$ cat config.mk
export PLATFORM = sky130hd
export DESIGN_NAME = demux_1to2_stream
export DESIGN_NICKNAME = d
export VERILOG_FILES = /design/src/rtl/demux_1to2_stream.sv
export SDC_FILE = /design/constraint.sdc
export NUM_CORES = 1
export LEC_CHECK = 0
export BUFFER_PORTS_ARGS = -buffer_cell sky130_fd_sc_hd__buf_2
export CAP_MARGIN = 20
export CORE_ASPECT_RATIO = 0.5
export CORE_UTILIZATION = 30
export CTS_CLUSTER_DIAMETER = 50
export CTS_CLUSTER_SIZE = 16
export DETAILED_ROUTE_END_ITERATION = 10
export SYNTH_ARGS = -nofsm -noshare
export SYNTH_HDL_FRONTEND = slang
export SYNTH_SLANG_ARGS = --single-unit
$ cat constraint.sdc
create_clock -name clk -period 2.2 [get_ports clk]
set_input_delay 0.11 -clock clk [delete_from_list [all_inputs] [get_ports clk]]
set_output_delay 0.11 -clock clk [all_outputs]
set_load 0.03 [all_outputs]
$ cat src/rtl/demux_1to2_stream.sv
// Registered 1:2 stream demultiplexer: one valid/ready source is steered per beat
// into one of two single-entry output holding registers, with per-output beat counters.
module demux_1to2_stream #(
    parameter int WIDTH = 8,
    parameter int CNT_W = 16
) (
    input  logic             clk,
    input  logic             rst_n,
    input  logic [WIDTH-1:0] din,
    input  logic             sel,
    input  logic             din_valid,
    output logic             din_ready,
    output logic [WIDTH-1:0] dout_0,
    output logic             dout_0_valid,
    input  logic             dout_0_ready,
    output logic [WIDTH-1:0] dout_1,
    output logic             dout_1_valid,
    input  logic             dout_1_ready,
    output logic [CNT_W-1:0] cnt_0,
    output logic [CNT_W-1:0] cnt_1
);

    typedef enum logic {
        EMPTY = 1'b0,
        FULL  = 1'b1
    } slot_state_t;

    slot_state_t      st0_q, st0_d, st1_q, st1_d;
    logic [WIDTH-1:0] data0_q, data0_d, data1_q, data1_d;
    logic [CNT_W-1:0] cnt0_q, cnt0_d, cnt1_q, cnt1_d;

    logic accept, accept0, accept1, drain0, drain1;

    // Only the addressed slot gates the input, so a stalled consumer never blocks the other.
    assign din_ready = rst_n & (sel ? ((st1_q == EMPTY) | dout_1_ready)
                                    : ((st0_q == EMPTY) | dout_0_ready));
    assign accept    = din_valid & din_ready;
    assign accept0   = accept & ~sel;
    assign accept1   = accept &  sel;
    assign drain0    = (st0_q == FULL) & dout_0_ready;
    assign drain1    = (st1_q == FULL) & dout_1_ready;

    always_comb begin
        // NOTE: every next-state signal gets a default first so no latch is inferred.
        st0_d   = st0_q;
        st1_d   = st1_q;
        data0_d = data0_q;
        data1_d = data1_q;
        cnt0_d  = cnt0_q;
        cnt1_d  = cnt1_q;

        case (st0_q)
            EMPTY: if (accept0) st0_d = FULL;
            FULL:  if (drain0 && !accept0) st0_d = EMPTY;
            default: st0_d = EMPTY;
        endcase

        case (st1_q)
            EMPTY: if (accept1) st1_d = FULL;
            FULL:  if (drain1 && !accept1) st1_d = EMPTY;
            default: st1_d = EMPTY;
        endcase

        // A full slot only accepts when it is also draining, so loading never overwrites a held beat.
        if (accept0) begin
            data0_d = din;
            cnt0_d  = cnt0_q + CNT_W'(1);
        end
        if (accept1) begin
            data1_d = din;
            cnt1_d  = cnt1_q + CNT_W'(1);
        end
    end

    always_ff @(posedge clk) begin
        // NOTE: reset is synchronous; it is sampled at the edge and overrides any transfer.
        if (!rst_n) begin
            st0_q   <= EMPTY;
            st1_q   <= EMPTY;
            data0_q <= '0;
            data1_q <= '0;
            cnt0_q  <= '0;
            cnt1_q  <= '0;
        end else begin
            // NOTE: non-blocking assignments keep all registers updating from pre-edge values.
            st0_q   <= st0_d;
            st1_q   <= st1_d;
            data0_q <= data0_d;
            data1_q <= data1_d;
            cnt0_q  <= cnt0_d;
            cnt1_q  <= cnt1_d;
        end
    end

    assign dout_0       = data0_q;
    assign dout_1       = data1_q;
    assign dout_0_valid = (st0_q == FULL);
    assign dout_1_valid = (st1_q == FULL);
    assign cnt_0        = cnt0_q;
    assign cnt_1        = cnt1_q;

endmodule

Word-level counts from Yosys, hierarchy flattened --
Cells that the tools add are included.
Cells by class: mux-type cells 7, add/subtract/negate cells 2, bitwise operators 11, reduce and logical (&&, ||, !) cells 4
Operators by type and width (count):
- $add 16x1->16 const B | 2
- $and 1x1->1 | 6
- $mux 1 | 5
- $pmux 1 s2 | 2
- $not 1->1 | 3
- $logic_and 1x1->1 | 2
- $logic_not 1->1 | 2
- $or 1x1->1 | 2
Storage, ports and cells: output and inout bits 51, register bits 50, word-level logic and storage cells 30

Longest topological paths before layout --
Gate-level depths: netlist of the first run.
word-level depth 10, mapped depth 6, gate-level depth less buffers 5

Least setup slack after synthesis of the first run --
Ideal clock, no wire load.
kind register -> register, start point register cnt1_q[0] (netlist: cnt_1[0]), end point register cnt1_q[14] (netlist: cnt_1[14]), path buffers 0, arrival 1.808 ns, stages on the path, launching flop included 6, setup slack 0.322 ns, cell sequence dfxtp_1 -> ha_1 -> nand3_1 -> or3_1 -> or4_1 -> a21oi_1
Between the ends: longest elaborated chain between the ends 1
Ends and longest elaborated chain:
- start, declared | RTL line 30 | logic [CNT_W-1:0] cnt0_q, cnt0_d, cnt1_q, cnt1_d;
- start signal, assigned | RTL line 91 | cnt1_q <= cnt1_d;
- $add 16x1->16 | RTL line 71 | cnt1_d = cnt1_q + CNT_W'(1);
Every way passes these cells. A chain may end at the register's enable or synchronous reset.

Final worst setup path of the first run --
start point register cnt0_q[3] (netlist: cnt_0[3]), end point register cnt0_q[14] (netlist: cnt_0[14])
Between the ends: longest elaborated chain between the ends 1
Ends and longest elaborated chain:
- start, declared | RTL line 30
- start signal, assigned | RTL line 90 | cnt0_q <= cnt0_d;
- $add 16x1->16 | RTL line 67 | cnt0_d = cnt0_q + CNT_W'(1);
Every way passes these cells.

==> results.json, run 1 <==
{
  "p_sw_share_pct": 23.0,
  "postRouteAntennaNets": 0,
  "antenna_found_initial": 0,
  "num_vias": 2024,
  "synth_warnings": 0,
  "syn-num-nets": 270,
  "min_path_type": "primary input to flip-flop",
  "cp.required_ns": 2.40,
  "final_nets": 332,
  "portBuffers": 64,
  "critPathLaunchType": "flip-flop",
  "antenna_cells": 0,
  "p_per_area_nw_per_um2": 677,
  "hold_viol": 0,
  "setup_viol": 0,
  "drc": 0,
  "finalPower_w": 0.00183,
  "cp-startpoint": "cnt_0[3]$_SDFFE_PN0P_",
  "rsz0062_at_grt": "no",
  "grt_pass1_vias": 1776,
  "status": "complete, no violations",
  "final.period_utilization_pct": 84.6,
  "internal_power_w": 0.00141,
  "cts_root_buffer": "clkbuf_16",
  "synthArstFlopShare_pct": 0,
  "clock-sinks": 50,
  "cts_made_buffers": 5,
  "synth_most_common_cell": "dfxtp_1",
  "vdd_drop_max_uv": 289,
  "fmax_mhz": 538,
  "h-tree-depth": 2,
  "grt_max_degree": 28,
  "cts_resized": 0,
  "synth.area.top_cells": "dfxtp_1, nand2_1, a21oi_1",
  "clockBufferDepth": 2,
  "seqPwrFrac_pct": 50.9,
  "die_y_um": 61.8,
  "arrival_ns": 2.07,
  "via_per_inst": 4.95,
  "drive_gt1_share_pct": 24.9,
  "r2r_start": "cnt_0[3]$_SDFFE_PN0P_",
  "yosysUniqueCellTypes": 36,
  "clkLatencyLatePin_ns": 0.28,
  "synth-edff-count": 0,
  "grt_first_pass_wirelength_um": 8210,
  "combPwrFrac_pct": 6.8,
  "clockPowerShare_pct": 42.4,
  "yosysTopAreaCell": "dfxtp_1",
  "critPathCapture": "cnt_0[14]$_SDFFE_PN0P_",
  "p_switching_w": 0.000420,
  "max_cap_viol_count": 0,
  "instances_no_fill": 409,
  "r2r_cells": 4,
  "crit_fanout": 14,
  "relSlewSlack_pct": 44.6,
  "worstMarginPinSlew_ns": 0.827,
  "r2r_setup_slack_ns": 0.34,
  "ys_ff_latch": 50,
  "reg2reg_to": "cnt_0[14]$_SDFFE_PN0P_",
  "core_um2": 6810,
  "area_growth_pct": 25.6,
  "dp_cells": 401,
  "initial_core_util_pct": 31.6,
  "die_w_um": 122,
  "place_hpwl_um": 3930,
  "drv_slew": 0,
  "clk_pin_slew_worst_paths_ns": 0.06,
  "cts_tree": "built",
  "synth_top_area_share_pct": 46.6,
  "total_leakage_power_nw": 1.10,
  "period_minus_slack_ns": 1.86,
  "grtUsageTotal_pct": 14.1,
  "dr.first_iter.drc_count": 95,
  "whs_ns": 0.0750,
  "worstSetupPathType": "flip-flop to flip-flop",
  "syn_avg_cell_area_um2": 8.46,
  "cts_setup_buffers": 0,
  "gp_congestion": 0.827,
  "wl_um": 5380,
  "grt_overflow_total": 0,
  "postCtsHoldBufs": 0,
  "syn_inst": 254,
  "synth_common_cells": "dfxtp_1, nand2_1, a21oi_1, nor2_1, nand3_1",
  "synth_top_flop_cell": "dfxtp_1",
  "end_kind": "flip-flop",
  "wire_per_inst_um": 13.2,
  "rows": 21,
  "tns_ns": 0,
  "ys_seq_area_share_pct": 46.6,
  "skew_ns": 0.00399,
  "syn_area_um2": 2150,
  "pin_count": 65,
  "fillers": 697,
  "first_pass_iters": 4,
  "dieArea_um2": 7520
}
-- area by class of cell --
type	count	area, µm²	share of cell area, %
Timing Repair Buffer	66	335	12.4
Tap cell	92	115	4.27
Sequential cell	50	1000	37.1
Clock inverter	2	12.5	0.464
Inverter	5	18.8	0.696
Clock buffer	6	139	5.15
Multi-Input combinational cell	188	1080	39.9
-- state kept, by name, summed over array words and instances (netlist names) --
name	flops
cnt_0	16
dout_1	8
dout_1_valid	1
cnt_1	16
dout_0_valid	1
dout_0	8
-- placed cells by master (no fill, tap or decap), types with 2 or more instances in the layout --
cell / Yosys / routed
nand2_1: 49 / 49
xnor2_1: 7 / 7
nor2_1: 15 / 15
o31ai_1: 8 / 8
nand4_1: 7 / 7
nor4_1: 5 / 5
and3_1: 2 / 2
nor2b_1: 2 / 2
o311ai_0: 2 / 2
or3_1: 7 / 7
nand2b_1: 3 / 3
o21ai_0: 4 / 4
a21oi_1: 32 / 32
buf_4: 0 / 2
nand3_1: 12 / 12
xor2_1: 5 / 5
buf_2: 3 / 64
nor3_1: 2 / 2
mux2i_1: 3 / 3
dfxtp_1: 50 / 50
inv_1: 4 / 4
o41ai_1: 2 / 2
clkbuf_16: 0 / 5
or4_1: 8 / 8
and4_1: 3 / 3
ha_1: 2 / 2
-- per-layer routing --
layer	vias up	part of all wire, %	track usage (%)
li1	1031	-	-
met1	958	48	18.2
met2	33	48	23.0
met3	2	3.9	4.11
met4	0	0.26	5.11
met5	-	0	0
-- worst max-delay path: stages, from the launching register on --
cell and delay (ns):
dfxtp_1 0.44, and4_1 0.24, nand3_1 0.33, or4_1 0.61, a21oi_1 0.17
-- power by group through the flow --
| stage | clock, W | combinational (W) | sequential (W) |
|---|---|---|---|
| 5_1_grt | 0.000827 | 0.000136 | 0.000930 |
| 3_3_place_gp | 0 | 0.000122 | 0.000948 |
| 2_1_floorplan | 0 | 0.0000532 | 0.000976 |
| 4_1_cts | 0.000796 | 0.000125 | 0.000928 |
| 3_5_place_dp | 0 | 0.000124 | 0.000949 |
| 6_report | 0.000773 | 0.000124 | 0.000928 |
-- metrics by stage --
stage	cell area [µm²]	setup slack [ns]	util, %
finish	2700	0.340	39.6
global route	2700	0.210	39.6
CTS	2700	0.347	39.6
detailed placement	2550	0.392	37.4
global placement	2550	0.464	37.4
floorplan	2150	0.322	-
-- how the worst min path moves through the flow --
stage | from | endpoint | slack [ns] | cells after the start
floorplan | din[0] | dout_0[0]$_SDFFE_PN0P_ | 0.25 | 2
global placement | din[1] | dout_0[1]$_SDFFE_PN0P_ | 0.37 | 3
detailed placement | din[7] | dout_0[7]$_SDFFE_PN0P_ | 0.37 | 3
CTS | din[7] | dout_0[7]$_SDFFE_PN0P_ | 0.07 | 3
global route | din[7] | dout_0[7]$_SDFFE_PN0P_ | 0.07 | 3
finish | din[1] | dout_0[1]$_SDFFE_PN0P_ | 0.07 | 3
-- cells by family (layout without fill, tap and decap cells) --
group	Yosys count	after routing	synth area share [%]
AO/OA/AOI/OAI	50	50	13.5
XOR/XNOR	12	12	4.89
adder cells (fa/ha/maj)	2	2	1.16
buffers and inverters	16	79	3.32
flip-flops	50	50	46.6
multiplexers	3	3	1.40
AND/OR/NAND/NOR	121	121	29.1
(Power assumes the default switching activity.)
==> run 2, diff against run 1 <==
==> constraint.sdc (replaced) <==
create_clock -name clk -period 1.9 [get_ports clk]
set_input_delay 0.095 -clock clk [delete_from_list [all_inputs] [get_ports clk]]
set_output_delay 0.095 -clock clk [all_outputs]
set_load 0.03 [all_outputs]
==> results.json, run 2 (synthesis results as in run 1) <==
{
  "internal_power_w": 0.00160,
  "grt_first_pass_wirelength_um": 8010,
  "cts_setup_buffers": 0,
  "relSlewSlack_pct": 56.5,
  "pin_count": 65,
  "p_per_area_nw_per_um2": 764,
  "cts_tree": "built",
  "first_pass_iters": 4,
  "initial_core_util_pct": 31.6,
  "hold_start": "din[7]",
  "clockBufferDepth": 2,
  "place_hpwl_um": 4070,
  "cp.required_ns": 2.11,
  "m1WireLength_um": 2660,
  "grt_overflow_total": 0,
  "grt_pass1_vias": 1702,
  "antenna_found_initial": 0,
  "gp_congestion": 0.829,
  "final_nets": 340,
  "vdd_drop_max_uv": 468,
  "dieArea_um2": 7520,
  "cts_made_buffers": 5,
  "drive_gt1_share_pct": 27.4,
  "portBuffers": 64,
  "via_per_inst": 4.90,
  "fmax_mhz": 571,
  "antenna_cells": 0,
  "dp_cells": 409,
  "p_sw_share_pct": 24.1,
  "dr_wl_met3_um": 178,
  "die_y_um": 61.8,
  "period_minus_slack_ns": 1.75,
  "hold_end": "dout_1[7]$_SDFFE_PN0P_",
  "dr.first_iter.drc_count": 91,
  "crit_fanout": 6,
  "grt_max_degree": 33,
  "status": "complete, no violations",
  "top_layer": "met4",
  "wl_um": 5450,
  "drv_slew": 0,
  "clk_pin_slew_worst_paths_ns": 0.07,
  "r2r_setup_slack_ns": 0.15,
  "max_cap_viol_count": 0,
  "final_common_cell": "buf_2",
  "mostFrequentLayoutCells": "buf_2, nand2_1, dfxtp_1, a21oi_1, nor2_1",
  "instances_no_fill": 417,
  "min_path_type": "primary input to flip-flop",
  "clock-sinks": 50,
  "total_leakage_power_nw": 1.13,
  "worstSetupPathType": "flip-flop to flip-flop",
  "combPwrFrac_pct": 6.9,
  "wire_per_inst_um": 13.1,
  "arrival_ns": 1.96,
  "h-tree-depth": 2,
  "whs_path_depth": 3,
  "seqPwrFrac_pct": 51.0,
  "reg2reg_to": "cnt_1[14]$_SDFFE_PN0P_",
  "p_switching_w": 0.000509,
  "wl_met2_um": 2580,
  "area_growth_pct": 28.5,
  "end_kind": "flip-flop",
  "r2r_start": "cnt_1[1]$_SDFFE_PN0P_",
  "setup_viol": 0,
  "skew_ns": 0.00428,
  "drc": 0,
  "critPathLaunchType": "flip-flop",
  "clkLatencyLatePin_ns": 0.28,
  "final.period_utilization_pct": 92.2,
  "rsz0062_at_grt": "no",
  "hold_viol": 0,
  "rows": 21,
  "postRouteAntennaNets": 0,
  "worstMarginPinSlew_ns": 0.649,
  "clockPowerShare_pct": 42.1,
  "tns_ns": 0,
  "num_vias": 2043,
  "r2r_cells": 5,
  "cts_root_buffer": "clkbuf_16",
  "grtUsageTotal_pct": 13.8,
  "core_um2": 6810,
  "die_w_um": 122
}
[run 2: area by class of cell]
cell class	instances	area, µm²
Fill cell	686	4040
Multi-Input combinational cell	188	1080
Sequential cell	50	1000
Timing Repair Buffer	74	395
Clock buffer	5	125
Tap cell	92	115
Clock inverter	3	23.8
Inverter	5	18.8
[run 2: how the worst max path moves through the flow]
stage | endpoint | from | depth (start not counted) | slack (ns)
finish | cnt_1[14]$_SDFFE_PN0P_ | cnt_1[1]$_SDFFE_PN0P_ | 5 | 0.15
detailed placement | cnt_1[14]$_SDFFE_PN0P_ | cnt_1[0]$_SDFFE_PN0P_ | 5 | 0.12
global route | cnt_1[14]$_SDFFE_PN0P_ | cnt_1[1]$_SDFFE_PN0P_ | 5 | 0.008
global placement | cnt_1[14]$_SDFFE_PN0P_ | cnt_1[0]$_SDFFE_PN0P_ | 5 | 0.18
floorplan | cnt_1[14]$_SDFFE_PN0P_ | cnt_1[0]$_SDFFE_PN0P_ | 5 | 0.02
CTS | cnt_1[14]$_SDFFE_PN0P_ | cnt_1[0]$_SDFFE_PN0P_ | 5 | 0.1
[run 2: metrics by stage]
| stage | hold WS [ns] | utilization [%] | setup WS [ns] | instance area [µm²] | total power [W] |
|---|---|---|---|---|---|
| after floorplan | 0.231 | - | 0.0223 | 2150 | 0.00119 |
| after global placement | 0.350 | 38.3 | 0.184 | 2610 | 0.00124 |
| after detailed placement | 0.354 | 38.3 | 0.125 | 2610 | 0.00125 |
| after CTS | 0.0532 | 40.5 | 0.0956 | 2760 | 0.00213 |
| after global routing | 0.0511 | 40.6 | 0.00777 | 2760 | 0.00219 |
| final | 0.0557 | 40.6 | 0.148 | 2760 | 0.00211 |
[run 2: critical path, cell delays in order, from the launching register on]
cell	delay, ns
dfxtp_1	0.39
ha_1	0.21
nand3_1	0.14
or3_4	0.39
or4_1	0.41
a21oi_1	0.14
[run 2: power groups by stage]
stage | Clock [W] | Combinational [W] | Sequential, W
floorplan | 0 | 0.0000616 | 0.00113
global placement | 0 | 0.000145 | 0.00110
detailed placement | 0 | 0.000147 | 0.00110
CTS | 0.000909 | 0.000147 | 0.00107
global route | 0.000953 | 0.000159 | 0.00108
finish | 0.000888 | 0.000147 | 0.00107
[run 2: what timing repair did]
action	in CTS	in global routing
hold buffers	0	0
setup endpoints to repair	0	1
gates resized for setup	0	2
endpoints found under the hold margin	0	0
[run 2: metal layers]
layer  vias to the layer above  global-route usage, %
li1                       1051                      -
met1                       953                   17.3
met2                        35                   23.6
met3                         4                   3.47
met4                         0                   5.11
met5                         -                      0
